$ cat config.mk
export PLATFORM = sky130hd
export DESIGN_NAME = edge_event_counter
export DESIGN_NICKNAME = d
export VERILOG_FILES = /design/src/rtl/edge_event_counter.sv
export SDC_FILE = /design/constraint.sdc
export NUM_CORES = 1
export LEC_CHECK = 0
export CAP_MARGIN = 0
export CORE_UTILIZATION = 44
export DETAILED_ROUTE_END_ITERATION = 8
export PLACE_DENSITY = 0.85
export SLEW_MARGIN = 15
export SYNTH_ARGS = -nofsm -noshare
export SYNTH_HDL_FRONTEND = slang
export SYNTH_SLANG_ARGS = --single-unit
$ cat constraint.sdc
create_clock -name clk -period 1.6 [get_ports clk]
set_input_delay 0.24 -clock clk [delete_from_list [all_inputs] [get_ports clk]]
set_output_delay 0.24 -clock clk [all_outputs]
set_load 0.03 [all_outputs]
$ cat src/rtl/edge_event_counter.sv
// Multi-channel edge detector and rise/fall/total event counter with
// per-channel clear, sticky overflow and a coherent snapshot port.
module edge_event_counter #(
    parameter int unsigned CHANNELS    = 4,
    parameter int unsigned CNT_W       = 8,
    parameter int unsigned SYNC_STAGES = 2,
    parameter int unsigned SATURATE    = 0
) (
    input  logic                      clk,
    input  logic                      rst,
    input  logic [CHANNELS-1:0]       sig_in,
    input  logic                      enable,
    input  logic [CHANNELS-1:0]       clear,
    input  logic                      snap_req,
    output logic [CHANNELS-1:0]       rise_pulse,
    output logic [CHANNELS-1:0]       fall_pulse,
    output logic [CHANNELS*CNT_W-1:0] rise_count,
    output logic [CHANNELS*CNT_W-1:0] fall_count,
    output logic [CHANNELS*CNT_W-1:0] any_count,
    output logic [CHANNELS-1:0]       overflow,
    output logic                      snap_valid,
    output logic [CHANNELS*CNT_W-1:0] snap_rise,
    output logic [CHANNELS*CNT_W-1:0] snap_fall,
    output logic [CHANNELS*CNT_W-1:0] snap_any
);

    localparam int unsigned ARM_W = $clog2(SYNC_STAGES + 1);
    localparam logic [CNT_W-1:0] CNT_MAX = '1;

    typedef logic [CHANNELS-1:0][CNT_W-1:0] cnt_arr_t;

    logic [CHANNELS-1:0] sync_q [SYNC_STAGES];
    logic [CHANNELS-1:0] sync_s_c;
    logic [CHANNELS-1:0] prev_q;
    logic [CHANNELS-1:0] armed_q, armed_d;
    logic [ARM_W-1:0]    arm_cnt_q, arm_cnt_d;
    logic [CHANNELS-1:0] rise_q, rise_d;
    logic [CHANNELS-1:0] fall_q, fall_d;
    logic [CHANNELS-1:0] ovf_q, ovf_d;
    cnt_arr_t            rise_cnt_q, rise_cnt_d;
    cnt_arr_t            fall_cnt_q, fall_cnt_d;
    cnt_arr_t            any_cnt_q, any_cnt_d;
    cnt_arr_t            snap_rise_q, snap_fall_q, snap_any_q;
    logic                snap_valid_q;
    logic [CNT_W:0]      inc_edge, inc_any;

    // Returns {overflow, next value}; overflow flags any increment past max.
    function automatic logic [CNT_W:0] incr(input logic [CNT_W-1:0] v);
        logic [CNT_W:0] r;
        if (v == CNT_MAX) begin
            r = {1'b1, (SATURATE != 0) ? CNT_MAX : CNT_W'(0)};
        end else begin
            r = {1'b0, v + CNT_W'(1)};
        end
        return r;
    endfunction

    assign sync_s_c = sync_q[SYNC_STAGES-1];

    always_comb begin
        arm_cnt_d  = arm_cnt_q;
        armed_d    = armed_q;
        rise_cnt_d = rise_cnt_q;
        fall_cnt_d = fall_cnt_q;
        any_cnt_d  = any_cnt_q;
        ovf_d      = ovf_q;
        inc_edge   = '0;
        inc_any    = '0;

        // Arm once the synchroniser output reflects post-reset input.
        if (arm_cnt_q != ARM_W'(SYNC_STAGES)) begin
            arm_cnt_d = arm_cnt_q + ARM_W'(1);
        end else begin
            armed_d = '1;
        end

        rise_d = sync_s_c & ~prev_q & armed_q;
        fall_d = ~sync_s_c & prev_q & armed_q;

        for (int unsigned i = 0; i < CHANNELS; i++) begin
            inc_any = incr(any_cnt_q[i]);
            if (clear[i]) begin
                rise_cnt_d[i] = '0;
                fall_cnt_d[i] = '0;
                any_cnt_d[i]  = '0;
                ovf_d[i]      = 1'b0;
            end else if (enable && rise_d[i]) begin
                inc_edge      = incr(rise_cnt_q[i]);
                rise_cnt_d[i] = inc_edge[CNT_W-1:0];
                any_cnt_d[i]  = inc_any[CNT_W-1:0];
                ovf_d[i]      = ovf_q[i] | inc_edge[CNT_W] | inc_any[CNT_W];
            end else if (enable && fall_d[i]) begin
                inc_edge      = incr(fall_cnt_q[i]);
                fall_cnt_d[i] = inc_edge[CNT_W-1:0];
                any_cnt_d[i]  = inc_any[CNT_W-1:0];
                ovf_d[i]      = ovf_q[i] | inc_edge[CNT_W] | inc_any[CNT_W];
            end
        end
    end

    always_ff @(posedge clk) begin
        if (rst) begin
            for (int unsigned j = 0; j < SYNC_STAGES; j++) begin
                sync_q[j] <= '0;
            end
            prev_q       <= '0;
            armed_q      <= '0;
            arm_cnt_q    <= '0;
            rise_q       <= '0;
            fall_q       <= '0;
            ovf_q        <= '0;
            rise_cnt_q   <= '0;
            fall_cnt_q   <= '0;
            any_cnt_q    <= '0;
            snap_rise_q  <= '0;
            snap_fall_q  <= '0;
            snap_any_q   <= '0;
            snap_valid_q <= 1'b0;
        end else begin
            sync_q[0] <= sig_in;
            for (int unsigned j = 1; j < SYNC_STAGES; j++) begin
                sync_q[j] <= sync_q[j-1];
            end
            prev_q     <= sync_s_c;
            armed_q    <= armed_d;
            arm_cnt_q  <= arm_cnt_d;
            rise_q     <= rise_d;
            fall_q     <= fall_d;
            ovf_q      <= ovf_d;
            rise_cnt_q <= rise_cnt_d;
            fall_cnt_q <= fall_cnt_d;
            any_cnt_q  <= any_cnt_d;
            // Snapshot takes the pre-update, pre-clear counter values.
            if (snap_req) begin
                snap_rise_q <= rise_cnt_q;
                snap_fall_q <= fall_cnt_q;
                snap_any_q  <= any_cnt_q;
            end
            snap_valid_q <= snap_req;
        end
    end

    assign rise_pulse = rise_q;
    assign fall_pulse = fall_q;
    assign rise_count = rise_cnt_q;
    assign fall_count = fall_cnt_q;
    assign any_count  = any_cnt_q;
    assign overflow   = ovf_q;
    assign snap_valid = snap_valid_q;
    assign snap_rise  = snap_rise_q;
    assign snap_fall  = snap_fall_q;
    assign snap_any   = snap_any_q;

endmodule

==> metrics.md, run 1 <==
| Metric | Value |
|---|---|
| Count of final max-slew check failures | `0` |
| Iter 0 DRT Violations | `256` |
| Rel. slew slack | `0.652` |
| Endpoint class of the critical path | `primary output` |
| Max Cap Violations | `0` |
| Setup-violating endpoint count in the final report | `0` |
| Layout net count | `1221` |
| Detailed Place HPWL | `16300 microns` |
| Cell-internal power | `9.55 mW` |
| Unique masters post-synth | `38` |
| H-Tree Depth | `1` |
| Switching Power | `2.66 mW` |
| Number of flops mapped to enable cells by yosys | `0` |
| Maximum frequency from static timing analysis | `632 MHz` |
| Kind of path behind the tightest hold check | `in2reg` |
| Std cell rows | `50` |
| Hold Fails Final Rpt | `0` |
| Synthesized area per cell | `9.57 sq um` |
| Number of synthesized register bits | `220` |
| Static Leakage | `5.58 nW` |
| Clock latency at the later pin of the worst-skew pair | `0.51 ns` |
| Count of unresolved DRC violations after routing | `0` |
| Clock tree sinks | `220` |
| Worst ir drop on vdd | `0.000791 V` |
| Crit start category | `flip-flop` |
| Post-synthesis mux area share | `0.115` |
| Initial Util | `0.456` |
| Number of port buffers | `216` |
| Count of yosys warnings during synthesis | `0` |
| Ys async rst share | `0` |
| Seq. cell area | `4430 sq um` |
| Slew at the pin with the worst max-slew slack | `0.518 ns` |
| WP data required | `1.36 ns` |
| Clock transition at path regs | `0.06 ns` |
| Longest Clk Path Bufs | `3` |
| Sum of overflow across all layers after global routing | `0` |
| Worst setup timing slack at the placement stage | `-0.323 ns` |
| Finished layout cell area | `12400 sq um` |
| Compound-gate portion of the synthesized area | `0.0261` |
| CTS tree | `yes` |
| Logic pwr share | `0.051` |
| Height of the chip | `142 microns` |
| Filler cells | `1580` |
| Die X | `142 microns` |
| Max Fanout on Critical Path | `4` |
| Final RePlAce weighted congestion | `0.862` |
| Ratio of final minimum period to clock period | `0.989` |
| Post-Route Setup TNS | `0 ns` |
| Proportion of power drawn by flip-flops and latches | `0.455` |
| Fraction of the core area covered by cells at the end of the flow | `0.651` |
| Placement Cell Area | `11700 sq um` |
| Growth of design area from synthesis to finish | `42.7%` |
| Syn_nets | `931` |
| Largest net degree at the start of global routing | `61` |
| Category of the most critical setup path | `reg2out` |
| Status | `finished clean` |
| Wire length of the first global-routing pass | `36700 microns` |
| Most frequent standard cell in the layout excluding fill and tap cells | `dfxtp_1` |
| All-layer global routing usage | `0.225` |
| Wirelength per Cell | `15.6 microns` |
| Largest family of logic cells by synthesized area | `simple AND/OR/NAND/NOR gates` |
| Largest delay contributor family on the critical path | `buffers and inverters` |
| Delay of the slowest cell on the worst path | `0.42 ns` |
| Final Worst Setup Slack | `0.0179 ns` |
| Dominant synthesized flop cell | `dfxtp_1` |
| Xor-xnor portion of the synthesized cell area | `0.0828` |
| Cell area after synthesis | `8670 sq um` |
| Switching share of power | `0.218` |
| Count of buffers added by post-CTS timing repair for setup | `0` |
| Pre-Repair DR Iteration Count | `4` |
| Cells along the critical path | `clkdlybuf4s15_1` |
| Time the final worst path needs with I/O delays and setup | `1.58 ns` |
| Total number of vias | `7479` |
| Floorplan core area | `19000 sq um` |
| Commonest cells after routing, fill and taps aside | `dfxtp_1, nor2_1, dlygate4sd2_1` |
| Worst path slowest cell | `clkdlybuf4s15_1` |
| Average via count per standard cell | `5.07` |
| Crit path DAT | `1.34 ns` |
| Final wirelength | `23000 microns` |
| Total chip power | `12.2 mW` |
| Area of the multi-input gates | `4110 sq um` |
| Overall die area | `20300 sq um` |
| Fraction of final layout cells sized beyond drive strength 1 | `0.174` |
| Inserted Clock Buffers | `24` |
| Initial antenna violation count | `2` |
| Share of power burned in the clock network | `0.493` |
| Simple-gate share of the synthesized area | `0.228` |
| Cell at the root of the clock tree | `clkbuf_16` |
| Via count of the first global-routing pass | `7287` |
| Power per standard cell area | `986 nW/um^2` |
| I/O pin cnt | `217` |
| Sequential share of the synthesized area | `0.508` |
| Buffers plus inverters on the worst setup path | `1` |
| Synthesized-area fraction occupied by adder cells | `0.0188` |
| Final antenna-violating net count | `0` |
| Cells after Synth | `906` |
| Worst clock skew | `0.00888 ns` |
## flip-flops by register name, summed over array words and instances, names as in the netlist, 8 cells and up
register	flops
any_count	32
fall_count	32
rise_count	32
snap_any	32
snap_fall	32
snap_rise	32
sync_q	8
## synthesized netlist by cell type, types with 4 or more instances
cell	count	area, sq um
a21oi_1	17	85.1
and2_1	8	50.1
and3_1	10	62.6
and4_1	9	78.8
and4b_1	8	80.1
buf_1	8	30.0
buf_2	8	40.0
clkbuf_1	27	101
dfxtp_1	220	4400
ha_1	13	163
inv_1	4	15.0
mux2i_1	100	1000
nand2_1	40	150
nand2b_1	4	25.0
nand3_1	40	200
nand4_1	25	156
nor2_1	192	721
nor2b_1	16	100
nor3_1	12	60.1
nor3b_1	10	75.1
nor4_1	13	81.3
o21ai_0	12	60.1
or2_2	4	25.0
or3_1	4	25.0
xnor2_1	41	359
xor2_1	41	359
## final timing paths
| kind | startpoint | end | slack, ns | cells after the start |
|---|---|---|---|---|
| max | rise_count[7] | rise_count[7] | 0.02 | 1 |
| min | rst | arm_cnt_q[1] | 0.15 | 2 |
| max reg2reg | prev_q[0] | any_count[7] | 0.08 | 4 |
| min reg2reg | sync_q[0][3] | sync_q[0][7] | 0.43 | 1 |
## power by group through the flow
stage	registers, mW	logic (mW)	clock network (mW)
after floorplan	5.69	0.384	0
after global placement	5.68	0.615	0
after detailed placement	5.68	0.629	0
after CTS	5.56	0.628	6.13
after global routing	5.56	0.680	6.33
final	5.56	0.624	6.02
## through the flow
step / std cells / hold slack, ns
after floorplan: 906 / 0.368
after global placement: 1430 / 0.421
after detailed placement: 1430 / 0.424
after CTS: 1474 / 0.138
after global routing: 1475 / 0.159
final: 1475 / 0.153
## layout make-up
| class | instances | share of cell area |
|---|---|---|
| flip-flops and latches | 220 | 0.358 |
| multi-input cells | 639 | 0.332 |
| repair buffers | 307 | 0.211 |
| clock inverters | 9 | 0.0123 |
| diodes | 1 | 0.000202 |
| inverters | 4 | 0.00121 |
| clock buffers | 35 | 0.0584 |
| well taps | 260 | 0.0263 |
## layer usage
| layer | vias up | global-route usage | routed length, microns |
|---|---|---|---|
| li1 | 3675 | - | - |
| met1 | 3560 | 0.264 | 9750 |
| met2 | 200 | 0.405 | 11300 |
| met3 | 42 | 0.0545 | 1360 |
| met4 | 2 | 0.0589 | 543 |
| met5 | - | 0 | 11 |
## cell families after synthesis
logic type | count (synthesis)
adders and majority gates | 13
AOI/OAI and AO/OA | 40
and+or+nand+nor | 404
muxes | 100
buffers and inverters | 47
xor gates and xnor gates | 82
DFF | 220
## what timing repair did
item | 4_1_cts | 5_1_grt
gates resized for setup | 283 | 54
pin swaps | 0 | 1
endpoints found under the hold margin | 0 | 0
hold buffers | 0 | 0
setup endpoints to repair | 206 | 54
Power figures use the tool's default switching activity.
==> inputs of run 2 (changes only) <==
--- a/config.mk
+++ b/config.mk
@@ -8,6 +8,7 @@
 export CAP_MARGIN = 0
 export CORE_UTILIZATION = 44
 export DETAILED_ROUTE_END_ITERATION = 8
+export GPL_ROUTABILITY_DRIVEN = 0
 export PLACE_DENSITY = 0.85
 export SLEW_MARGIN = 15
 export SYNTH_ARGS = -nofsm -noshare
==> results of run 2 <==
No change in the layout: final DEF, timing and power equal those of run 1.
==> inputs of run 3 (changes only) <==
--- a/config.mk
+++ b/config.mk
@@ -10,6 +10,7 @@
 export DETAILED_ROUTE_END_ITERATION = 8
 export GPL_ROUTABILITY_DRIVEN = 0
 export PLACE_DENSITY = 0.85
+export SKIP_LAST_GASP = 1
 export SLEW_MARGIN = 15
 export SYNTH_ARGS = -nofsm -noshare
 export SYNTH_HDL_FRONTEND = slang
==> run 3 against run 2 <==
  * First-iteration DRC count unchanged
  * Global-route usage did not move
  * Worst hold slack about the same
  * Clock power hardly changed
  * Critical path depth stayed put
  * Via count is essentially flat
  * Largest cell class unchanged
  * Non-clock buffer count is the same
  * Total power hardly changed
  * Sequential share of layout area barely moved
==> metrics.md, run 3 (synthesis gave the netlist of run 1 again) <==
| Metric | Value |
|---|---|
| Status | `finished clean` |
| Pre-Repair DR Iteration Count | `4` |
| Category of the most critical setup path | `reg2out` |
| Clock transition at path regs | `0.06 ns` |
| Rel. slew slack | `0.652` |
| Cell at the root of the clock tree | `clkbuf_16` |
| Seq. cell area | `4430 sq um` |
| Layout net count | `1221` |
| Clock tree sinks | `220` |
| All-layer global routing usage | `0.225` |
| H-Tree Depth | `1` |
| Fraction of final layout cells sized beyond drive strength 1 | `0.174` |
| Max Fanout on Critical Path | `4` |
| WP data required | `1.36 ns` |
| Wirelength per Cell | `15.6 microns` |
| Floorplan core area | `19000 sq um` |
| Total chip power | `12.2 mW` |
| Startpoint of the lowest-slack register-to-register path | `prev_q[0]` |
| Worst setup timing slack at the placement stage | `-0.323 ns` |
| Largest delay contributor family on the critical path | `buffers and inverters` |
| Time the final worst path needs with I/O delays and setup | `1.58 ns` |
| Static Leakage | `5.58 nW` |
| Placement Cell Area | `11700 sq um` |
| Std cell rows | `50` |
| End of the worst register-to-register path | `any_count[7]` |
| Ratio of final minimum period to clock period | `0.989` |
| Slew at the pin with the worst max-slew slack | `0.518 ns` |
| Count of unresolved DRC violations after routing | `0` |
| Post-Route Setup TNS | `0 ns` |
| Hold bufs inserted after CTS | `0` |
| Worst clock skew | `0.00894 ns` |
| Average via count per standard cell | `5.07` |
| Largest net degree at the start of global routing | `61` |
| Logic depth of the worst setup path including buffers | `1` |
| Number of port buffers | `216` |
| Worst R2R Setup Slack | `0.08 ns` |
| Crit start category | `flip-flop` |
| Most frequent standard cell in the layout excluding fill and tap cells | `dfxtp_1` |
| Final Worst Setup Slack | `0.0178 ns` |
| Area of the multi-input gates | `4110 sq um` |
| Worst reg2reg path depth | `4` |
| CTS tree | `yes` |
| I/O pin cnt | `217` |
| Power per standard cell area | `987 nW/um^2` |
| Cells along the critical path | `clkdlybuf4s15_1` |
| Final wirelength | `23000 microns` |
| Via count of the first global-routing pass | `7287` |
| Sum of overflow across all layers after global routing | `0` |
| Launching element of the worst setup path | `rise_count[7]` |
| Commonest cells after routing, fill and taps aside | `dfxtp_1, nor2_1, dlygate4sd2_1` |
| Endpoint class of the critical path | `primary output` |
| Clock latency at the later pin of the worst-skew pair | `0.51 ns` |
| Longest Clk Path Bufs | `3` |
| Wire length of the first global-routing pass | `36700 microns` |
| Crit path DAT | `1.34 ns` |
| Count of buffers added by post-CTS timing repair for setup | `0` |
| Die X | `142 microns` |
| Setup-violating endpoint count in the final report | `0` |
| Overall die area | `20300 sq um` |
| Worst Hold Endpoint | `arm_cnt_q[1]` |
| Initial antenna violation count | `2` |
| Total number of vias | `7475` |
| Worst min-delay path startpoint | `rst` |
| Initial Util | `0.456` |
| Worst ir drop on vdd | `0.000791 V` |
| Inserted Clock Buffers | `24` |
| Maximum frequency from static timing analysis | `632 MHz` |
| Worst path slowest cell | `clkdlybuf4s15_1` |
| Filler cells | `1582` |
| Height of the chip | `142 microns` |
| Hold Fails Final Rpt | `0` |
| Buffers plus inverters on the worst setup path | `1` |
| Min-Delay Path Depth | `2` |
| Detailed Place HPWL | `16300 microns` |
| Growth of design area from synthesis to finish | `42.6%` |
| Worst hold slack | `0.153 ns` |
| Max Cap Violations | `0` |
| Final antenna-violating net count | `0` |
| Iter 0 DRT Violations | `256` |
| Count of final max-slew check failures | `0` |
| Delay of the slowest cell on the worst path | `0.42 ns` |
| Kind of path behind the tightest hold check | `in2reg` |
| Finished layout cell area | `12400 sq um` |
==> run 3: layout make-up <==
class	instances	area share
diodes	1	0.000202
clock buffers	35	0.0585
clock inverters	9	0.0123
inverters	4	0.00121
multi-input cells	639	0.333
flip-flops and latches	220	0.358
well taps	260	0.0263
repair buffers	307	0.211
==> run 3: stage by stage <==
stage	instances	utilization
2_1_floorplan	906	-
3_3_place_gp	1430	0.617
3_5_place_dp	1430	0.617
4_1_cts	1474	0.655
5_1_grt	1475	0.650
6_report	1475	0.650
==> run 3: power breakdown <==
group / total (mW) / leakage, nW / internal (mW) / switching (mW)
logic: 0.624 / 3.38 / 0.249 / 0.376
clock network: 6.02 / 0.421 / 3.78 / 2.24
registers: 5.56 / 1.78 / 5.52 / 0.0360
==> run 3: what timing repair did <==
action,4_1_cts,5_1_grt
resized for setup,281,56
pin swaps,0,1
endpoints found under the setup margin,206,55
==> run 3: worst max-delay path by stage <==
stage / end
2_1_floorplan: overflow[2]
3_3_place_gp: any_count[3]
3_5_place_dp: any_count[3]
4_1_cts: rise_count[10]
5_1_grt: any_count[3]
6_report: rise_count[7]
==> run 3: layer usage <==
metal  global-route usage  wire length [microns]
met3               0.0545                   1350
met4               0.0589                    511
met1                0.264                   9770
met5                    0                     11
met2                0.405                  11400
